<file path="config.mk">
export PLATFORM = sky130hd
export DESIGN_NAME = multicycle_controller
export DESIGN_NICKNAME = d
export VERILOG_FILES = /design/src/rtl/multicycle_controller.sv
export SDC_FILE = /design/constraint.sdc
export NUM_CORES = 1
export LEC_CHECK = 0
export CAP_MARGIN = 25
export CORE_AREA = 3 3 40 42
export CTS_BUF_LIST = sky130_fd_sc_hd__clkbuf_4
export CTS_CLUSTER_DIAMETER = 120
export DETAILED_ROUTE_END_ITERATION = 7
export DIE_AREA = 0 0 43 45
export DONT_BUFFER_PORTS = 1
export GPL_ROUTABILITY_DRIVEN = 0
export GPL_TIMING_DRIVEN = 0
export MAX_ROUTING_LAYER = met4
export SYNTH_ARGS = -nofsm -noshare
export SYNTH_HDL_FRONTEND = slang
export SYNTH_SLANG_ARGS = --single-unit
</file>
<file path="constraint.sdc">
create_clock -name clk -period 3.65 [get_ports clk]
set_input_delay 0.9125 -clock clk [delete_from_list [all_inputs] [get_ports clk]]
set_output_delay 0.9125 -clock clk [all_outputs]
set_load 0.02 [all_outputs]
</file>
<file path="src/rtl/multicycle_controller.sv">
// Control FSM for the multi-cycle RV32I core: steps each instruction through its
// states and decodes every datapath enable, mux select and ALU operation.
module multicycle_controller (
  input  logic       clk,
  input  logic       reset,
  input  logic [6:0] op,
  input  logic [2:0] funct3,
  input  logic       funct7b5,
  input  logic       Zero,
  output logic       PCWrite,
  output logic       AdrSrc,
  output logic       MemWrite,
  output logic       IRWrite,
  output logic [1:0] ResultSrc,
  output logic [1:0] ALUSrcA,
  output logic [1:0] ALUSrcB,
  output logic [1:0] ImmSrc,
  output logic [2:0] ALUControl,
  output logic       RegWrite,
  output logic       retire,
  output logic       halted
);

  typedef enum logic [3:0] {
    S_FETCH    = 4'd0,
    S_DECODE   = 4'd1,
    S_MEMADR   = 4'd2,
    S_MEMREAD  = 4'd3,
    S_MEMWB    = 4'd4,
    S_MEMWRITE = 4'd5,
    S_EXECUTER = 4'd6,
    S_EXECUTEI = 4'd7,
    S_ALUWB    = 4'd8,
    S_BEQ      = 4'd9,
    S_JAL      = 4'd10,
    S_TRAP     = 4'd11
  } state_t;

  state_t     state_q, state_d;
  logic       pc_update, branch;
  logic [1:0] alu_op;
  logic       funct_ok;

  // ALU-class instructions with an unimplemented funct3 are treated as illegal
  assign funct_ok = (funct3 == 3'b000) || (funct3 == 3'b010) ||
                    (funct3 == 3'b110) || (funct3 == 3'b111);

  always_ff @(posedge clk or negedge reset) begin
    if (!reset) state_q <= S_FETCH;
    else        state_q <= state_d;
  end

  always_comb begin
    state_d   = S_FETCH;
    pc_update = 1'b0;
    branch    = 1'b0;
    alu_op    = 2'b00;
    AdrSrc    = 1'b0;
    MemWrite  = 1'b0;
    IRWrite   = 1'b0;
    ResultSrc = 2'b00;
    ALUSrcA   = 2'b00;
    ALUSrcB   = 2'b00;
    RegWrite  = 1'b0;
    retire    = 1'b0;
    halted    = 1'b0;
    case (state_q)
      S_FETCH: begin
        IRWrite   = 1'b1;
        ALUSrcB   = 2'b10;
        ResultSrc = 2'b10;
        pc_update = 1'b1;
        state_d   = S_DECODE;
      end
      S_DECODE: begin
        ALUSrcA = 2'b01;
        ALUSrcB = 2'b01;
        case (op)
          7'b0000011, 7'b0100011: state_d = S_MEMADR;
          7'b0110011:             state_d = funct_ok ? S_EXECUTER : S_TRAP;
          7'b0010011:             state_d = funct_ok ? S_EXECUTEI : S_TRAP;
          7'b1100011:             state_d = S_BEQ;
          7'b1101111:             state_d = S_JAL;
          default:                state_d = S_TRAP;
        endcase
      end
      S_MEMADR: begin
        ALUSrcA = 2'b10;
        ALUSrcB = 2'b01;
        state_d = op[5] ? S_MEMWRITE : S_MEMREAD;
      end
      S_MEMREAD: begin
        AdrSrc  = 1'b1;
        state_d = S_MEMWB;
      end
      S_MEMWB: begin
        ResultSrc = 2'b01;
        RegWrite  = 1'b1;
        retire    = 1'b1;
      end
      S_MEMWRITE: begin
        AdrSrc   = 1'b1;
        MemWrite = 1'b1;
        retire   = 1'b1;
      end
      S_EXECUTER: begin
        ALUSrcA = 2'b10;
        alu_op  = 2'b10;
        state_d = S_ALUWB;
      end
      S_EXECUTEI: begin
        ALUSrcA = 2'b10;
        ALUSrcB = 2'b01;
        alu_op  = 2'b10;
        state_d = S_ALUWB;
      end
      S_ALUWB: begin
        RegWrite = 1'b1;
        retire   = 1'b1;
      end
      S_BEQ: begin
        ALUSrcA = 2'b10;
        alu_op  = 2'b01;
        branch  = 1'b1;
        retire  = 1'b1;
      end
      S_JAL: begin
        ALUSrcA   = 2'b01;
        ALUSrcB   = 2'b10;
        pc_update = 1'b1;
        state_d   = S_ALUWB;
      end
      S_TRAP: begin
        halted  = 1'b1;
        state_d = S_TRAP;
      end
      default: state_d = S_FETCH;
    endcase
  end

  assign PCWrite = pc_update | (branch & Zero);

  // subtract only for R-type with funct7b5; addi ignores bit 30
  always_comb begin
    ALUControl = 3'b000;
    case (alu_op)
      2'b01: ALUControl = 3'b001;
      2'b10: begin
        case (funct3)
          3'b000:  ALUControl = (funct7b5 & op[5]) ? 3'b001 : 3'b000;
          3'b010:  ALUControl = 3'b101;
          3'b110:  ALUControl = 3'b011;
          3'b111:  ALUControl = 3'b010;
          default: ALUControl = 3'b000;
        endcase
      end
      default: ALUControl = 3'b000;
    endcase
  end

  always_comb begin
    case (op)
      7'b0100011: ImmSrc = 2'b01;
      7'b1100011: ImmSrc = 2'b10;
      7'b1101111: ImmSrc = 2'b11;
      default:    ImmSrc = 2'b00;
    endcase
  end

endmodule

</file>
==> out/metrics.yaml, run 1 <==
rsz0062_at_grt: "no"
first_pass_iters: 4
post_cts.resized_instances: 0
drive_gt1_share_pct: 30.8
grt_pass1_wl_um: 2170
htreeDepth: 1
netSwitchingPower_w: 0.000357
insertedDiodeCount: 0
cts.sinks: 4
synth.distinct_cells: 42
critPathKind: "flop to primary output"
top_regs: "state_q: 4 flops"
cts_tree: "done"
drt_iter0_drc: 7
syn_inst: 75
slew_violations: 0
vias_per_cell: 5.76
hold_viol_final: 0
largest_register: "state_q"
clk_latency_ns: 0.23
cts_buffers: 3
cts_setup_buffers: 0
crit_slowest_cell: "nor4_1"
die_width_um: 43
cp_top_family: "simple AND/OR/NAND/NOR gates"
finalSetupViolations: 0
io_buffers: 0
period_share_pct: 83.4
power_frac_seq_pct: 16.0
synth_fp_nets: 91
vdd_drop_max_uv: 435
drc: 0
io_pins: 32
p_leak_nw: 0.267
critPathMaxFanout: 10
max_cap_viol_count: 0
core_area_um2: 1280
min_period_ns: 3.04
dp_hpwl_um: 1010
p_int_w: 0.000288
totalWireLength_um: 1240
initial_utilization_pct: 48.5
path_cells: "buf_6 -> nor3b_2 -> inv_1 -> ha_1 -> nor4_1"
synth-seq-cells: 4
wl_per_cell_um: 13.3
yosysSeqAreaShare_pct: 16.1
worstMarginPinSlew_ns: 0.989
clockBufferDepth: 2
cp-start-kind: "flop"
avgSynthCellArea_um2: 8.31
fp.dieH_um: 45
path_clk_slew_ns: 0.04
grt_start_max_net_pins: 11
crit_arrival_ns: 2.13
grt_pass1_vias: 518
nets: 96
ys_async_sr_fraction_pct: 100
swShare_pct: 55.4
antenna_found_initial: 0
clockPowerShare_pct: 8.3
outcome: "completed"
cts_hold_buf: 0
fmax_ghz: 0.328
largest_reg_flops: 4
hold_class: "input port to asynchronous set/reset pin"
overflow: 0
cp.required_ns: 2.74
synth_edf_count: 0
slowest_delay_ns: 0.72
num_rows: 13
antenna_left: 0
fin_worst_skew_ns: 0.000740
crit_path_end_kind: "primary output"
cts-root-buf: "clkbuf_4"
die_area_um2: 1940
vias: 536
grtUsageTotal_pct: 15.3
p_per_area_nw_per_um2: 970
synthesis.area_um2: 623
ys.flop_type: "dfrtp_1"
area_delta_synth_final_pct: 6.63
slew_headroom_pct: 33.4
crit_buf_inv: 2
finalSetupTns_ns: 0
power_w: 0.000645
num-fill-cells: 134
combPwrFrac_pct: 75.8
yosysWarnings: 0
-- worst paths after layout --
| path | from | to | slack, ns | cells after the start |
|---|---|---|---|---|
| min reg2reg | state_q[1]$_DFF_PN0_ | state_q[3]$_DFF_PN0_ | 0.67 | 2 |
| max in group asynchronous | reset | state_q[0]$_DFF_PN0_ | 3.21 | 0 |
| min | reset | state_q[1]$_DFF_PN0_ | 0.38 | 0 |
| max reg2reg | state_q[0]$_DFF_PN0_ | state_q[0]$_DFF_PN0_ | 2.40 | 4 |
| max | state_q[3]$_DFF_PN0_ | ALUControl[2] | 0.61 | 5 |
| min in group clk | state_q[1]$_DFF_PN0_ | state_q[3]$_DFF_PN0_ | 0.67 | 2 |
-- kinds of logic after synthesis --
logic type                 synth area share, %
and+or+nand+nor                           44.4
AOI/OAI and AO/OA                         17.9
buffers and inverters                     12.0
DFF                                       16.1
xor gates and xnor gates                  4.02
adders and majority gates                 4.02
muxes                                     1.61
-- stage by stage --
stage	cells	area, um2	hold WS [ns]	setup slack (ns)	utilization, %
finish	93	664	0.377	0.605	51.7
global route	93	664	0.354	0.445	51.7
CTS	93	664	0.364	0.565	51.7
detailed placement	90	642	0.617	0.823	50.0
global placement	90	642	0.617	0.818	50.0
floorplan	75	623	0.597	0.941	-
-- synthesized netlist by cell type, types with 2 or more instances --
cell	n	area share, %
buf_6	3	5.4
nor3_1	2	1.6
inv_2	3	1.8
nand2b_1	2	2.0
o21ai_2	2	2.8
dfrtp_1	4	16
nor2b_4	2	4.4
inv_1	4	2.4
nand2_1	2	1.2
nor3b_2	2	4.0
buf_4	2	2.4
nor2_1	9	5.4
o21ai_1	2	1.6
ha_1	2	4.0
nand4_1	2	2.0
nor4_1	2	2.0
a21oi_1	5	4.0
-- power by group through the flow --
stage / sequential (W) / clock [W] / combinational (W)
2_1_floorplan: 0.0000968 / 0 / 0.000442
3_3_place_gp: 0.000104 / 0 / 0.000491
3_5_place_dp: 0.000104 / 0 / 0.000494
4_1_cts: 0.000103 / 0.0000574 / 0.000495
5_1_grt: 0.000109 / 0.0000616 / 0.000538
6_report: 0.000103 / 0.0000533 / 0.000488
-- layout make-up --
| cell class | instances | area (um2) | area share [%] |
|---|---|---|---|
| multi-input combinational | 59 | 448 | 67.4 |
| sequential | 4 | 100 | 15.1 |
| buffer | 5 | 48.8 | 7.34 |
| inverter | 7 | 26.3 | 3.95 |
| clock buffer | 3 | 22.5 | 3.39 |
| tap | 15 | 18.8 | 2.82 |
-- cell usage in the layout (no fill, tap or decap), types with 2 or more instances in the layout --
master	count
nor2_1	9
a21oi_1	5
inv_1	4
dfrtp_1	4
buf_6	3
inv_2	3
clkbuf_4	3
buf_4	2
nor4_1	2
nor2b_4	2
nand2_1	2
nand4_1	2
nor3b_2	2
nand2b_1	2
o21ai_1	2
nor3_1	2
o21ai_2	2
ha_1	2
-- metal layers --
layer	up-vias	wire length (um)	track usage, %
met2	13	601	22.2
met5	-	0	-
met3	0	74	3.19
met4	0	0	9.04
met1	249	561	19.6
li1	274	-	-
(Power assumes the default switching activity.)
==> inputs of run 2 (changes only) <==
==> constraint.sdc (replaced) <==
create_clock -name clk -period 2.85 [get_ports clk]
set_input_delay 0.7125 -clock clk [delete_from_list [all_inputs] [get_ports clk]]
set_output_delay 0.7125 -clock clk [all_outputs]
set_load 0.02 [all_outputs]
==> run 2 against run 1 <==
Routed wire length grew 1.5%; critical endpoint is now ResultSrc[1]; non-clock buffer count is the same; sequential power grew 28%; final cell count is the same; sequential cell count is the same; critical path type unchanged.
==> out/metrics.yaml, run 2 (synthesis gave the netlist of run 1 again) <==
outcome: "completed"
cts_buffers: 3
cp.required_ns: 2.14
grt_start_max_net_pins: 11
grtUsageTotal_pct: 15.3
io_pins: 32
r2r-start: "state_q[0]$_DFF_PN0_"
die_area_um2: 1940
drt_iter0_drc: 8
drc: 0
p_leak_nw: 0.267
overflow: 0
fin_worst_skew_ns: 0.000740
max_cap_viol_count: 0
min_period_ns: 2.73
num_rows: 13
p_per_area_nw_per_um2: 1230
clk_latency_ns: 0.23
largest_reg_flops: 4
largest_register: "state_q"
period_share_pct: 95.9
totalWireLength_um: 1250
final_cell_mix: "nor2_1, a21oi_1, inv_1, dfrtp_1"
slew_violations: 0
vdd_drop_max_uv: 557
rr_endpoint: "state_q[0]$_DFF_PN0_"
grt_pass1_wl_um: 2180
rrSetupSlack_ns: 1.60
worstMarginPinSlew_ns: 0.989
vias: 541
path_clk_slew_ns: 0.04
first_pass_iters: 4
dp_hpwl_um: 1010
critPathKind: "flop to primary output"
insertedDiodeCount: 0
cp-start-kind: "flop"
critPathMaxFanout: 10
cts_tree: "done"
antenna_found_initial: 0
cts.sinks: 4
fp.dieH_um: 45
slew_headroom_pct: 33.4
top_regs: "state_q: 4 flops"
fmax_ghz: 0.366
initial_utilization_pct: 48.5
hold_viol_final: 0
finalSetupViolations: 0
finalSetupTns_ns: 0
drive_gt1_share_pct: 32.1
crit_arrival_ns: 2.02
clockBufferDepth: 2
wl_per_cell_um: 13.5
r2r_cells: 4
die_width_um: 43
hold_class: "input port to asynchronous set/reset pin"
rsz0062_at_grt: "no"
cts-root-buf: "clkbuf_4"
htreeDepth: 1
nets: 96
mostFrequentLayoutCell: "nor2_1"
core_area_um2: 1280
io_buffers: 0
vias_per_cell: 5.82
grt_pass1_vias: 519
crit_path_end_kind: "primary output"
antenna_left: 0
power_w: 0.000827
area_delta_synth_final_pct: 7.63
-- run 2: changes by cell type in the layout (fill, tap and decap cells not counted) --
cell    before  now
nor4_1       2    1
nor4_2       1    2
-- run 2: power by group --
part / internal (W) / switching [W] / total (W)
clock network: 0.0000470 / 0.0000213 / 0.0000682
registers: 0.0000850 / 0.0000469 / 0.000132
logic: 0.000237 / 0.000390 / 0.000627
total: 0.000369 / 0.000458 / 0.000827
-- run 2: worst max-delay path by stage --
stage / slack, ns / to / startpoint / cells after the start
finish: 0.12 / ResultSrc[1] / state_q[0]$_DFF_PN0_ / 3
detailed placement: 0.22 / ALUControl[2] / state_q[3]$_DFF_PN0_ / 5
global route: 0.02 / ALUControl[0] / state_q[3]$_DFF_PN0_ / 5
floorplan: 0.34 / ALUControl[2] / state_q[3]$_DFF_PN0_ / 5
global placement: 0.22 / ALUControl[2] / state_q[2]$_DFF_PN0_ / 5
CTS: 0.09 / ResultSrc[1] / state_q[0]$_DFF_PN0_ / 3
-- run 2: layout make-up --
cell class / count / area [um2]
fill: 134 / 614
multi-input combinational: 59 / 454
sequential: 4 / 100
buffer: 5 / 48.8
tap: 15 / 18.8
inverter: 7 / 26.3
clock buffer: 3 / 22.5
-- run 2: layer usage --
metal	track usage (%)	up-vias	part of all wire [%]
li1	-	275	-
met1	19.6	251	45
met2	22.5	15	49
met3	3.19	0	6.3
met4	9.04	0	0
met5	-	-	0
-- run 2: through the flow --
step | setup slack, ns | utilization (%) | area (um2) | hold WS (ns) | instances
finish | 0.117 | 52.2 | 671 | 0.177 | 93
global route | 0.0170 | 52.2 | 671 | 0.154 | 93
CTS | 0.0870 | 52.2 | 671 | 0.164 | 93
detailed placement | 0.223 | 50.0 | 642 | 0.417 | 90
global placement | 0.218 | 50.0 | 642 | 0.417 | 90
floorplan | 0.341 | - | 623 | 0.417 | 75
-- run 2: worst max-delay path, stage by stage (launching register included) --
cell and delay [ns]:
dfrtp_1 0.45, buf_4 0.20, nor4_1 0.85, buf_4 0.28
-- run 2: timing repair --
item                       CTS  global route
hold buffers                 0             0
setup buffers                0             0
setup endpoints to repair    1             0
resized for setup            1             0
==> inputs of run 3 (changes only) <==
--- a/config.mk
+++ b/config.mk
@@ -6,11 +6,12 @@
 export NUM_CORES = 1
 export LEC_CHECK = 0
 export CAP_MARGIN = 25
-export CORE_AREA = 3 3 40 42
+export CORE_AREA = 2 2 39 41
 export CTS_BUF_LIST = sky130_fd_sc_hd__clkbuf_4
 export CTS_CLUSTER_DIAMETER = 120
+export CTS_CLUSTER_SIZE = 8
 export DETAILED_ROUTE_END_ITERATION = 7
-export DIE_AREA = 0 0 43 45
+export DIE_AREA = 0 0 41 43
 export DONT_BUFFER_PORTS = 1
 export GPL_ROUTABILITY_DRIVEN = 0
 export GPL_TIMING_DRIVEN = 0
==> run 3 against run 2 <==
First-iteration DRC count is 50% higher; clock power shrank 3.5%; cell area increased by 1.7%; worst hold slack better by 0.0051 ns; die area down 8.9%; utilization down 2.9 points; sequential cell count stayed put; final cell count grew 1.1%; maximum frequency rose by 2.9%; global-route usage is 0.70 points higher; critical path depth grew 2; register-to-register slack hardly changed; largest cell class unchanged; largest power group unchanged.
==> out/metrics.yaml, run 3 (synthesis gave the netlist of run 1 again) <==
outcome: "completed"
stdcell_count: 94
first_pass_iters: 3
fp.dieH_um: 43
dp_hpwl_um: 979
crit_buf_inv: 2
path_clk_slew_ns: 0.03
largest_register: "state_q"
grt_start_max_net_pins: 11
setup_slack_ns: 0.195
drive_gt1_share_pct: 34.6
totalWireLength_um: 1230
slew_violations: 0
cp.required_ns: 2.14
mostFrequentLayoutCell: "nor2_1"
p_leak_nw: 0.267
rrSetupSlack_ns: 1.60
grt_pass1_vias: 484
io_pins: 32
rsz0062_at_grt: "no"
r2r_cells: 4
cp-start-kind: "flop"
wl_per_cell_um: 13.1
vdd_drop_max_uv: 577
cts_buffers: 3
clockBufferDepth: 2
r2r-start: "state_q[0]$_DFF_PN0_"
cts.sinks: 4
clk_latency_ns: 0.23
vias_per_cell: 5.65
nets: 96
slowest_delay_ns: 0.51
cp_top_family: "simple AND/OR/NAND/NOR gates"
fmax_ghz: 0.377
final_cell_mix: "nor2_1, a21oi_1, inv_1, dfrtp_1"
path_cells: "buf_6 -> nor3b_2 -> inv_1 -> ha_1 -> nor4_2"
drt_iter0_drc: 12
num-fill-cells: 136
crit_slowest_cell: "nor4_2"
cts-root-buf: "clkbuf_4"
register_area_um2: 100
cts_setup_buffers: 0
stdcell_area_um2: 682
htreeDepth: 1
num_rows: 14
top_regs: "state_q: 4 flops"
cts_tree: "done"
cts_hold_buf: 0
antenna_left: 0
die_area_um2: 1760
insertedDiodeCount: 0
place_area_um2: 643
vias: 531
core_area_um2: 1380
io_buffers: 0
worstMarginPinSlew_ns: 0.870
place_ws_ns: 0.223
finalSetupViolations: 0
grtUsageTotal_pct: 16.0
critPathKind: "flop to primary output"
die_width_um: 41
dp_cells: 91
slew_headroom_pct: 41.2
rr_endpoint: "state_q[0]$_DFF_PN0_"
multi_input_area_um2: 464
hold_viol_final: 0
antenna_found_initial: 0
grt_pass1_wl_um: 1990
largest_reg_flops: 4
crit_arrival_ns: 1.94
critPathMaxFanout: 10
finalSetupTns_ns: 0
max_cap_viol_count: 0
drc: 0
hold_class: "input port to asynchronous set/reset pin"
min_period_ns: 2.65
period_share_pct: 93.1
postLayoutCoreUtil_pct: 49.3
overflow: 0
p_per_area_nw_per_um2: 1220
crit_path_end_kind: "primary output"
fin_worst_skew_ns: 0.000194
area_delta_synth_final_pct: 9.44
initial_utilization_pct: 45.0
==> run 3: cell counts in the layout (fill, tap and decap cells not counted) <==
Identical to the previous run, type by type.
==> run 3: what timing repair did <==
| item | 4_1_cts | 5_1_grt |
|---|---|---|
| endpoints found under the setup margin | 1 | 2 |
| gates resized for setup | 1 | 2 |
| hold endpoints to repair | 0 | 0 |
==> run 3: area by class of cell <==
class	count	share of cell area [%]
sequential	4	14.7
buffer	5	7.16
clock buffer	3	3.30
tap	16	2.94
inverter	7	3.85
multi-input combinational	59	68.1
==> run 3: how the worst max path moves through the flow <==
| stage | from | end | slack [ns] | depth (start not counted) |
|---|---|---|---|---|
| 3_3_place_gp | state_q[2]$_DFF_PN0_ | ALUControl[2] | 0.23 | 5 |
| 3_5_place_dp | state_q[2]$_DFF_PN0_ | ALUControl[2] | 0.22 | 5 |
| 2_1_floorplan | state_q[3]$_DFF_PN0_ | ALUControl[2] | 0.34 | 5 |
| 4_1_cts | state_q[3]$_DFF_PN0_ | ALUControl[0] | 0.10 | 5 |
| 5_1_grt | state_q[3]$_DFF_PN0_ | ALUControl[2] | 0.09 | 5 |
| 6_report | state_q[3]$_DFF_PN0_ | ALUControl[2] | 0.20 | 5 |
==> run 3: worst register-to-register path: stages (launching register included) <==
cell     delay (ns)
dfrtp_1        0.45
nor2b_4        0.17
and3_1         0.27
nor2_1         0.17
o21ai_2        0.07
==> run 3: routing by layer <==
metal | global-route usage (%) | up-vias | routed length (um)
met2 | 23.1 | 9 | 651
met3 | 1.57 | 0 | 49
met4 | 4.00 | 0 | 0
li1 | - | 275 | -
met1 | 23.6 | 247 | 529
met5 | - | - | 0
==> run 3: through the flow <==
stage / total power (W) / hold slack (ns)
after global placement: 0.000757 / 0.417
after detailed placement: 0.000763 / 0.417
after CTS: 0.000837 / 0.171
final: 0.000835 / 0.182
after global routing: 0.000911 / 0.165
after floorplan: 0.000690 / 0.417
==> run 3: where the power goes <==
part            total, W  switching [W]  leakage (nW)  internal [W]
clock          0.0000658      0.0000190        0.0138     0.0000468
combinational   0.000636       0.000394         0.204      0.000241
sequential      0.000133      0.0000482        0.0498     0.0000850
